==> config.mk <==
export PLATFORM = sky130hd
export DESIGN_NAME = fwd_hazard_unit_flat
export DESIGN_NICKNAME = d
export VERILOG_FILES = /design/src/rtl/fwd_hazard_unit_pkg.sv /design/src/rtl/fwd_hazard_unit_if.sv /design/src/rtl/fwd_hazard_unit_select.sv /design/src/rtl/fwd_hazard_unit.sv /design/src/flat_wrapper.sv
export SDC_FILE = /design/constraint.sdc
export NUM_CORES = 1
export LEC_CHECK = 0
export ABC_AREA = 1
export CAP_MARGIN = 40
export CORE_UTILIZATION = 45
export DETAILED_ROUTE_END_ITERATION = 10
export HOLD_SLACK_MARGIN = 0.1
export PLACE_DENSITY_LB_ADDON = 0.12
export SLEW_MARGIN = 10
export SYNTH_ARGS = -nofsm -noshare
export SYNTH_HDL_FRONTEND = slang
export SYNTH_SLANG_ARGS = --single-unit
==> constraint.sdc <==
create_clock -name clk -period 1.8 [get_ports clk]
set_input_delay 0.27 -clock clk [delete_from_list [all_inputs] [get_ports clk]]
set_output_delay 0.27 -clock clk [all_outputs]
set_load 0.02 [all_outputs]
==> src/rtl/fwd_hazard_unit_pkg.sv <==
// Shared types for the forwarding/hazard unit: tag-pipeline entry and select encoding.
package fwd_pkg;
    localparam int REG_AW_MAX = 8;  // widest register address the tag entry can carry
    localparam int FWD_RF     = 0;  // select value meaning "take the register file"

    typedef struct packed {
        logic                  valid;
        logic [REG_AW_MAX-1:0] rd;
        logic                  regWrite;
        logic                  memRead;
    } tagEntry_t;
endpackage

==> src/rtl/fwd_hazard_unit_if.sv <==
// ID-stage operand/control bundle into the forwarding unit and its EX-mux/stall outputs.
interface fwd_hazard_unit_if #(
    parameter int REG_AW    = 5,
    parameter int FWD_DEPTH = 2,
    parameter int CNT_W     = 16
);
    localparam int SEL_W = $clog2(FWD_DEPTH + 1);

    logic              id_valid;
    logic [REG_AW-1:0] id_rs;
    logic [REG_AW-1:0] id_rt;
    logic              id_rs_used;
    logic              id_rt_used;
    logic [REG_AW-1:0] id_rd;
    logic              id_reg_write;
    logic              id_mem_read;
    logic              flush;
    logic              hold;
    logic [SEL_W-1:0]  fwd_a;
    logic [SEL_W-1:0]  fwd_b;
    logic              stall;
    logic              bubble;
    logic [CNT_W-1:0]  stall_cnt;

    modport master (
        output id_valid, id_rs, id_rt, id_rs_used, id_rt_used, id_rd,
               id_reg_write, id_mem_read, flush, hold,
        input  fwd_a, fwd_b, stall, bubble, stall_cnt
    );

    modport slave (
        input  id_valid, id_rs, id_rt, id_rs_used, id_rt_used, id_rd,
               id_reg_write, id_mem_read, flush, hold,
        output fwd_a, fwd_b, stall, bubble, stall_cnt
    );
endinterface

==> src/rtl/fwd_hazard_unit_select.sv <==
// Priority match of one EX source against the downstream tag entries; nearest producer wins.
module fwd_select
    import fwd_pkg::*;
#(
    parameter int FWD_DEPTH = 2,
    parameter int SEL_W     = 2
) (
    input  tagEntry_t [FWD_DEPTH:1]  tags,
    input  logic [REG_AW_MAX-1:0]    src,
    input  logic                     used,
    output logic [SEL_W-1:0]         sel
);
    logic unusedTagBits;
    assign unusedTagBits = ^tags;

    // Scan far-to-near so the last hit written is the closest stage.
    always_comb begin
        sel = SEL_W'(FWD_RF);
        if (used && src != '0) begin
            for (int k = FWD_DEPTH; k >= 1; k--) begin
                if (tags[k].valid && tags[k].regWrite && tags[k].rd == src)
                    sel = SEL_W'(k);
            end
        end
    end
endmodule

==> src/rtl/fwd_hazard_unit.sv <==
// Forwarding and load-use hazard unit: tag pipeline behind EX, operand selects, stall/bubble, stall counter.
module fwd_hazard_unit
    import fwd_pkg::*;
#(
    parameter int REG_AW     = 5,
    parameter int FWD_DEPTH  = 2,
    parameter int LOAD_STAGE = 2,
    parameter int CNT_W      = 16
) (
    input logic              clk,
    input logic              rst_n,
    fwd_hazard_unit_if.slave bus
);
    localparam int SEL_W = $clog2(FWD_DEPTH + 1);

    tagEntry_t [FWD_DEPTH:0]  tagPipe;
    tagEntry_t                idEntry;
    logic [REG_AW_MAX-1:0]    idRs, idRt, idRd;
    logic [REG_AW_MAX-1:0]    exRs, exRt;
    logic                     exRsUsed, exRtUsed;
    logic [CNT_W-1:0]         stallCnt;
    logic                     hazard, stallInt, accept;

    always_comb begin
        idRs = '0;
        idRt = '0;
        idRd = '0;
        idRs[REG_AW-1:0] = bus.id_rs;
        idRt[REG_AW-1:0] = bus.id_rt;
        idRd[REG_AW-1:0] = bus.id_rd;
    end

    // Loads in entries 0..LOAD_STAGE-2 have no forwardable data yet.
    always_comb begin
        hazard = 1'b0;
        for (int s = 0; s < LOAD_STAGE - 1; s++) begin
            if (tagPipe[s].valid && tagPipe[s].memRead && tagPipe[s].rd != '0 &&
                ((bus.id_rs_used && tagPipe[s].rd == idRs) ||
                 (bus.id_rt_used && tagPipe[s].rd == idRt)))
                hazard = 1'b1;
        end
        hazard = hazard & bus.id_valid;
    end

    // Gating with rst_n makes stall fall the instant reset is asserted.
    assign stallInt = hazard & ~bus.flush & rst_n;
    assign accept   = bus.id_valid & ~stallInt & ~bus.flush;

    always_comb begin
        idEntry = '0;
        if (accept) begin
            idEntry.valid    = 1'b1;
            idEntry.rd       = idRd;
            idEntry.regWrite = bus.id_reg_write;
            idEntry.memRead  = bus.id_mem_read;
        end
    end

    always_ff @(posedge clk or negedge rst_n) begin
        if (!rst_n) begin
            tagPipe  <= '0;
            exRs     <= '0;
            exRt     <= '0;
            exRsUsed <= 1'b0;
            exRtUsed <= 1'b0;
            stallCnt <= '0;
        end else if (!bus.hold) begin
            for (int k = 1; k <= FWD_DEPTH; k++)
                tagPipe[k] <= tagPipe[k-1];
            tagPipe[0] <= idEntry;
            exRs       <= accept ? idRs : '0;
            exRt       <= accept ? idRt : '0;
            exRsUsed   <= accept & bus.id_rs_used;
            exRtUsed   <= accept & bus.id_rt_used;
            if (stallInt && stallCnt != {CNT_W{1'b1}})
                stallCnt <= stallCnt + CNT_W'(1);
        end
    end

    fwd_select #(.FWD_DEPTH(FWD_DEPTH), .SEL_W(SEL_W)) selA (
        .tags (tagPipe[FWD_DEPTH:1]),
        .src  (exRs),
        .used (exRsUsed),
        .sel  (bus.fwd_a)
    );

    fwd_select #(.FWD_DEPTH(FWD_DEPTH), .SEL_W(SEL_W)) selB (
        .tags (tagPipe[FWD_DEPTH:1]),
        .src  (exRt),
        .used (exRtUsed),
        .sel  (bus.fwd_b)
    );

    assign bus.stall     = stallInt;
    assign bus.bubble    = stallInt;
    assign bus.stall_cnt = stallCnt;
endmodule

==> src/flat_wrapper.sv <==
// flat-port wrapper written by rule: the top's interface ports become plain ports
module fwd_hazard_unit_flat import fwd_pkg::*;
#(
    parameter int REG_AW     = 5,
    parameter int FWD_DEPTH  = 2,
    parameter int LOAD_STAGE = 2,
    parameter int CNT_W      = 16
)
  (clk, rst_n, bus_id_valid, bus_id_rs, bus_id_rt, bus_id_rs_used, bus_id_rt_used, bus_id_rd, bus_id_reg_write, bus_id_mem_read, bus_flush, bus_hold, bus_fwd_a, bus_fwd_b, bus_stall, bus_bubble, bus_stall_cnt);
  fwd_hazard_unit_if #(.REG_AW(REG_AW), .FWD_DEPTH(FWD_DEPTH), .CNT_W(CNT_W)) bus_i ();
  input logic clk;
  input logic rst_n;
  input wire logic [$bits(bus_i.id_valid)-1:0] bus_id_valid;
  input wire logic [$bits(bus_i.id_rs)-1:0] bus_id_rs;
  input wire logic [$bits(bus_i.id_rt)-1:0] bus_id_rt;
  input wire logic [$bits(bus_i.id_rs_used)-1:0] bus_id_rs_used;
  input wire logic [$bits(bus_i.id_rt_used)-1:0] bus_id_rt_used;
  input wire logic [$bits(bus_i.id_rd)-1:0] bus_id_rd;
  input wire logic [$bits(bus_i.id_reg_write)-1:0] bus_id_reg_write;
  input wire logic [$bits(bus_i.id_mem_read)-1:0] bus_id_mem_read;
  input wire logic [$bits(bus_i.flush)-1:0] bus_flush;
  input wire logic [$bits(bus_i.hold)-1:0] bus_hold;
  output wire logic [$bits(bus_i.fwd_a)-1:0] bus_fwd_a;
  output wire logic [$bits(bus_i.fwd_b)-1:0] bus_fwd_b;
  output wire logic [$bits(bus_i.stall)-1:0] bus_stall;
  output wire logic [$bits(bus_i.bubble)-1:0] bus_bubble;
  output wire logic [$bits(bus_i.stall_cnt)-1:0] bus_stall_cnt;
  assign bus_i.id_valid = bus_id_valid;
  assign bus_i.id_rs = bus_id_rs;
  assign bus_i.id_rt = bus_id_rt;
  assign bus_i.id_rs_used = bus_id_rs_used;
  assign bus_i.id_rt_used = bus_id_rt_used;
  assign bus_i.id_rd = bus_id_rd;
  assign bus_i.id_reg_write = bus_id_reg_write;
  assign bus_i.id_mem_read = bus_id_mem_read;
  assign bus_i.flush = bus_flush;
  assign bus_i.hold = bus_hold;
  assign bus_fwd_a = bus_i.fwd_a;
  assign bus_fwd_b = bus_i.fwd_b;
  assign bus_stall = bus_i.stall;
  assign bus_bubble = bus_i.bubble;
  assign bus_stall_cnt = bus_i.stall_cnt;
  fwd_hazard_unit #(.REG_AW(REG_AW), .FWD_DEPTH(FWD_DEPTH), .LOAD_STAGE(LOAD_STAGE), .CNT_W(CNT_W)) u_core (.clk(clk), .rst_n(rst_n), .bus(bus_i));
endmodule
### Yosys cells after proc, flatten, opt, wreduce, memory -nomap -nowiden

Index checks and enable logic that the tools add are counted.

| storage, ports and cells | value |
|---|---|
| output and inout bits | 22 |
| word-level logic and storage cells | 62 |
| flip-flop bits (word level) | 65 |
| input port bits | 24 |

| cells by class | value |
|---|---|
| multiplexer cells | 10 |
| reductions and logical operators | 19 |
| bitwise operators | 10 |
| eq/ne operators | 7 |
| add/subtract/negate cells | 1 |

Operators by type and width:

| cell | count |
|---|---|
| == test 8 bit | 4 |
| nonzero test 8 bit | 3 |
| adder 16 x 1 -> 16 bit (second input constant) | 1 |
| == test 8 x 5 -> 1 bit | 2 |
| != test 16 bit (second input constant) | 1 |
| logical AND 1 bit | 14 |
| 2-to-1 mux 2 bit | 6 |
| 2-to-1 mux 11 bit | 1 |
| 2-to-1 mux 5 bit | 2 |
| AND 1 bit | 7 |
| inverter 1 bit | 3 |
| AND reduction 2 bit | 1 |
| logical OR 1 bit | 1 |
| 2-to-1 mux 1 bit | 1 |

### Depth between registers and ports, before layout

| depth | value |
|---|---|
| word-level depth | 12 |
| mapped depth | 11 |
| gate-level depth less buffers | 10 |

### Hierarchy

From an unflattened synthesis, not the netlist that was laid out.

| unflattened totals | value |
|---|---|
| cell total of the unflattened synthesis | 493 |
| area total of the unflattened synthesis | 3229.3 um^2 |

Modules (own cells, without submodules):

| module | times used | area each (um^2) | seq. area each (um^2) | cells each |
|---|---|---|---|---|
| fwd_hazard_unit | 1 | 2563.7 | 1301.2 | 335 |
| fwd_select | 2 | 332.8 | 0.0 | 79 |

### Worst setup path after synthesis

OpenSTA, ideal clock, no wires.

| timing path | value |
|---|---|
| path kind | reg-to-output |
| start | register u_core.tagPipe[5] in the netlist's numbering |
| end | output port bus_stall |
| cell stages (with the launch flop) | 11 |
| path buffers | 2 |
| data arrival time | 1.350 ns |
| data required time | 1.530 ns |
| slack | 0.180 ns |
| cell sequence | dfrtp_1 > inv_2 > nand2_1 > nand2_1 > nor2_1 > nand3_1 > nand2_2 > nand2_1 > buf_2 > inv_1 > buf_4 |

| between the ends | value |
|---|---|
| longest elaborated chain between the ends | 8 |
| elaborated cells on any way between the ends | 12 |
| classes of those cells | eq/ne: 2; mux: 1; bitwise: 3; reduce/logical: 6 |

RTL lines:

| what | RTL line | text |
|---|---|---|
| start: declaration | fwd_hazard_unit.sv:16 | `tagEntry_t [FWD_DEPTH:0] tagPipe;` |
| start signal: indexed assignment | fwd_hazard_unit.sv:69 | `tagPipe[k] <= tagPipe[k-1];` |
| == test 8 x 5 -> 1 bit, on equally long branches | fwd_hazard_unit.sv:38, fwd_hazard_unit.sv:39 |  |
| logical AND 1 bit, on equally long branches | fwd_hazard_unit.sv:38, fwd_hazard_unit.sv:39 |  |
| logical OR 1 bit | fwd_hazard_unit.sv:38 | `((bus.id_rs_used && tagPipe[s].rd == idRs) \|\|` |
| logical AND 1 bit * | fwd_hazard_unit.sv:37 | `if (tagPipe[s].valid && tagPipe[s].memRead && tagPipe[s].rd != '0 &&` |
| 2-to-1 mux 1 bit * | fwd_hazard_unit.sv:37 |  |
| AND 1 bit * | fwd_hazard_unit.sv:42 | `hazard = hazard & bus.id_valid;` |
| AND 1 bit * (2 in a row) | fwd_hazard_unit.sv:46 | `assign stallInt = hazard & ~bus.flush & rst_n;` |
| end: declaration | flat_wrapper.sv:25 | `output wire logic [$bits(bus_i.stall)-1:0] bus_stall;` |

Every way passes the cells marked *; elsewhere a longest branch is shown, timed or not.

### Worst setup path in the final report

| timing path | value |
|---|---|
| start | register u_core.exRs[2] |
| end | output port bus_fwd_a[0] |

| between the ends | value |
|---|---|
| longest elaborated chain between the ends | 4 |
| elaborated cells on any way between the ends | 6 |
| classes of those cells | eq/ne: 1; mux: 2; reduce/logical: 3 |

RTL lines:

| what | RTL line | text |
|---|---|---|
| start: declaration | fwd_hazard_unit.sv:19 | `logic [REG_AW_MAX-1:0] exRs, exRt;` |
| start signal: assignment | fwd_hazard_unit.sv:71 | `exRs <= accept ? idRs : '0;` |
| == test 8 bit | fwd_hazard_unit_select.sv:21 | `if (tags[k].valid && tags[k].regWrite && tags[k].rd == src)` |
| logical AND 1 bit | fwd_hazard_unit_select.sv:21 |  |
| 2-to-1 mux 2 bit | fwd_hazard_unit_select.sv:21 |  |
| 2-to-1 mux 2 bit * | fwd_hazard_unit_select.sv:19 | `if (used && src != '0) begin` |
| end: declaration | flat_wrapper.sv:23 | `output wire logic [$bits(bus_i.fwd_a)-1:0] bus_fwd_a;` |

Marked as above.

==> results.py <==
metrics = {
    "clock_network": {
        "clk_pin_slew_ps": 90,
        "clock_latency_ps": 310,
        "cts_buffers": 5,
        "clock_sinks": 50,
        "clockBufferDepth": 2,
        "cts_max_level": 2,
        "cts_root_buf": "clkbuf_8",
        "cts_hold_buf": 0,
        "cts_tree": "done",
    },
    "place": {
        "placed_cell_area_um2": 3630,
        "place.port_buffers": 45,
        "dp.cells": 522,
        "pre_cts_ws_ps": -407,
        "dpl.hpwl_um": 4990,
        "gp_congestion": 0.832,
    },
    "global_route": {
        "grt_max_degree": 51,
        "grt_pass1_wl_um": 11200,
        "grt_pass1_vias": 2403,
        "grt_overflow": 0,
        "grt.total_usage_pct": 22.8,
        "antenna_found_initial": 0,
    },
    "logic_synthesis": {
        "netlist_area_um2": 2770,
        "synth-xor-area-share_pct": 7.27,
        "synth_top_family_by_area": "simple AND/OR/NAND/NOR gates",
        "synth-simple-area-share_pct": 32.4,
        "synth-compound-area-share_pct": 7.41,
        "synth_warnings": 0,
        "synth.avg_cell_area_um2": 7.53,
        "synthCells": 368,
        "synth_seq_cells": 50,
        "synth_cell_types": 30,
        "synth_mux_area_share_pct": 0,
        "ys_seq_area_share_pct": 45.2,
        "syn_nets": 393,
        "synth_fa_ha_area_share_pct": 0.452,
    },
    "finish": {
        "final_cell_count_no_fill": 537,
        "layout-drive-gt1-share_pct": 22.7,
        "mostFrequentLayoutCell": "nand2_1",
        "fillers": 543,
        "final_cell_mix": "nand2_1, dfrtp_1, buf_4",
        "finalInstanceArea_um2": 3850,
        "nets": 486,
        "areaGrowthSynthToFinish_pct": 39.2,
        "antennaDiodeCount": 0,
    },
    "setup_path": {
        "cpLargestDelayFamily": "flip-flops",
        "path_class": "register to output pin",
        "rr_worst_depth": 9,
        "slowest_stage": "dfrtp_2",
        "startpoint_type": "register",
        "r2r_end": "u_core.bus.stall_cnt[10]",
        "cp_num_buf_inv": 2,
        "worstPathCellList": "buf_6, xnor2_2, o2111ai_2, nor3_1, buf_2",
        "regToRegStartpoint": "u_core.bus.stall_cnt[0]",
        "cp.required_ps": 1530,
        "endpoint_kind": "output pin",
        "cp_data_arrival_time_ps": 1530,
        "critPathMaxStageDelay_ps": 480,
        "worstPathMaxFanout": 4,
        "r2r_slack_ps": 150,
    },
    "floorplan": {
        "core_um2": 5920,
        "die-area_um2": 6470,
        "fp.dieH_um": 80.5,
        "ios": 46,
        "rows": 28,
        "die_x_um": 80.5,
        "start_util_pct": 46.8,
    },
    "min_path": {
        "min_path_type": "input port to asynchronous set/reset pin",
    },
    "power": {
        "power_density_nw_per_um2": 592,
        "leakagePower_nw": 1.95,
        "ir_drop_mv": 0.383,
    },
    "routing": {
        "top_layer": "met4",
        "wl_per_cell_um": 12.4,
        "ant_nets": 0,
        "m1WireLength_um": 3290,
        "num_vias": 2582,
        "wl_met3_um": 308,
        "viasPerCell": 4.81,
        "wl_met2_um": 3010,
        "dr.pass1.iters": 5,
        "drc": 0,
        "drt-total-wl_um": 6690,
        "drtIter0Drc": 274,
    },
    "timing": {
        "tightest_slew_ps": 630,
        "maxSlewViolCount": 0,
        "finalCriticalPeriod_ps": 1800,
        "setup_ws_ps": -2.19,
        "finalClockSkew_ps": 4.11,
        "slew_headroom_pct": 58.0,
        "fmax_mhz": 555,
        "rsz0062_at_grt": "yes",
        "fin_crit_sh_pct": 100,
        "finalHoldViolations": 0,
        "setup_viol": 1,
    },
    "run_status": {
        "status": "finished, violations left",
        "violations": "setup timing",
    },
    "run": {
        "cap_violations": 0,
    },
}
sequential cells by signal, summed over array words and instances (netlist names):
signal	flops
u_core.bus.stall_cnt	16
u_core.exRtUsed	1
u_core.exRs	5
u_core.tagPipe	22
u_core.exRsUsed	1
u_core.exRt	5
cell type report:
type | instances | area, µm² | share of cell area [%]
multi-input combinational | 270 | 1390 | 36.1
tap | 75 | 93.8 | 2.43
timing repair buffer | 96 | 882 | 22.9
sequential | 50 | 1250 | 32.6
clock inverter | 3 | 21.3 | 0.552
clock buffer | 5 | 68.8 | 1.79
inverter | 38 | 143 | 3.70
metrics by stage:
step	util (%)	hold WS [ps]	TNS [ps]	power [W]
final	65.1	132	-2.19	0.00228
after CTS	63.1	169	-97.8	0.00228
after detailed placement	61.3	470	-2630	0.00160
after global placement	61.3	464	-1970	0.00160
after global routing	65.1	195	-413	0.00240
after floorplan	-	-25.6	0	0.00140
report_power, final:
part | leakage (nW) | switching (W) | internal [W] | total (W)
Combinational | 1.23 | 0.000186 | 0.000206 | 0.000393
Sequential | 0.677 | 0.0000547 | 0.00118 | 0.00123
Clock | 0.0441 | 0.000387 | 0.000274 | 0.000661
Total | 1.95 | 0.000628 | 0.00166 | 0.00228
cells by family (layout without fill, tap and decap cells):
| logic type | count (synthesis) | in the layout |
|---|---|---|
| buf+inv | 48 | 142 |
| fa+ha+maj | 1 | 1 |
| compound gates | 37 | 37 |
| flops | 50 | 50 |
| simple gates | 209 | 209 |
| xor+xnor | 23 | 23 |
per-layer routing:
metal  track usage, %  vias to the layer above
li1                 -                     1345
met1             33.5                     1166
met2             34.7                       64
met3             3.75                        7
met4             5.54                        0
met5                0                        -
worst max path at each step:
stage                       startpoint            to  cells after the start
CTS                 u_core.tagPipe[21]  bus_fwd_b[1]                      7
global route        u_core.tagPipe[21]  bus_fwd_b[1]                      7
floorplan            u_core.tagPipe[5]     bus_stall                     10
global placement          bus_id_rt[4]     bus_stall                     10
finish                  u_core.exRs[2]  bus_fwd_a[0]                      5
detailed placement        bus_id_rs[4]    bus_bubble                     10
synth_stat cells:
master     count  area (µm²)
nand3_2        3        30.0
o22ai_1        7        43.8
nor2_4         1        11.3
inv_1         32         120
clkbuf_2       1        5.00
o21ai_0       23         115
buf_4          1        7.51
dfrtp_1       50        1250
nor4_1         1        6.26
xor2_1        11        96.3
buf_6          2        22.5
nor2_2         1        6.26
nand4_1        5        31.3
ha_1           1        12.5
buf_1          2        7.51
nand3_1       19        95.1
nor3_4         1        16.3
xnor2_1       12         105
nor3_1         5        25.0
clkbuf_1       2        7.51
and2_1         1        6.26
a21oi_1        4        20.0
buf_2          2        10.0
clkinv_1       1        3.75
o2111ai_1      3        26.3
inv_2          5        18.8
nor2_1        28         105
nand4_2        1        12.5
nand2_1      137         514
nand2_2        6        37.5
what timing repair did:
action,CTS,global route
resized for setup,36,23
pin swaps,4,14
hold endpoints to repair,0,0
gates cloned,0,0
buffers inserted,1,6
setup endpoints to repair,6,8
Note: power is estimated with default switching activity, not from simulation.
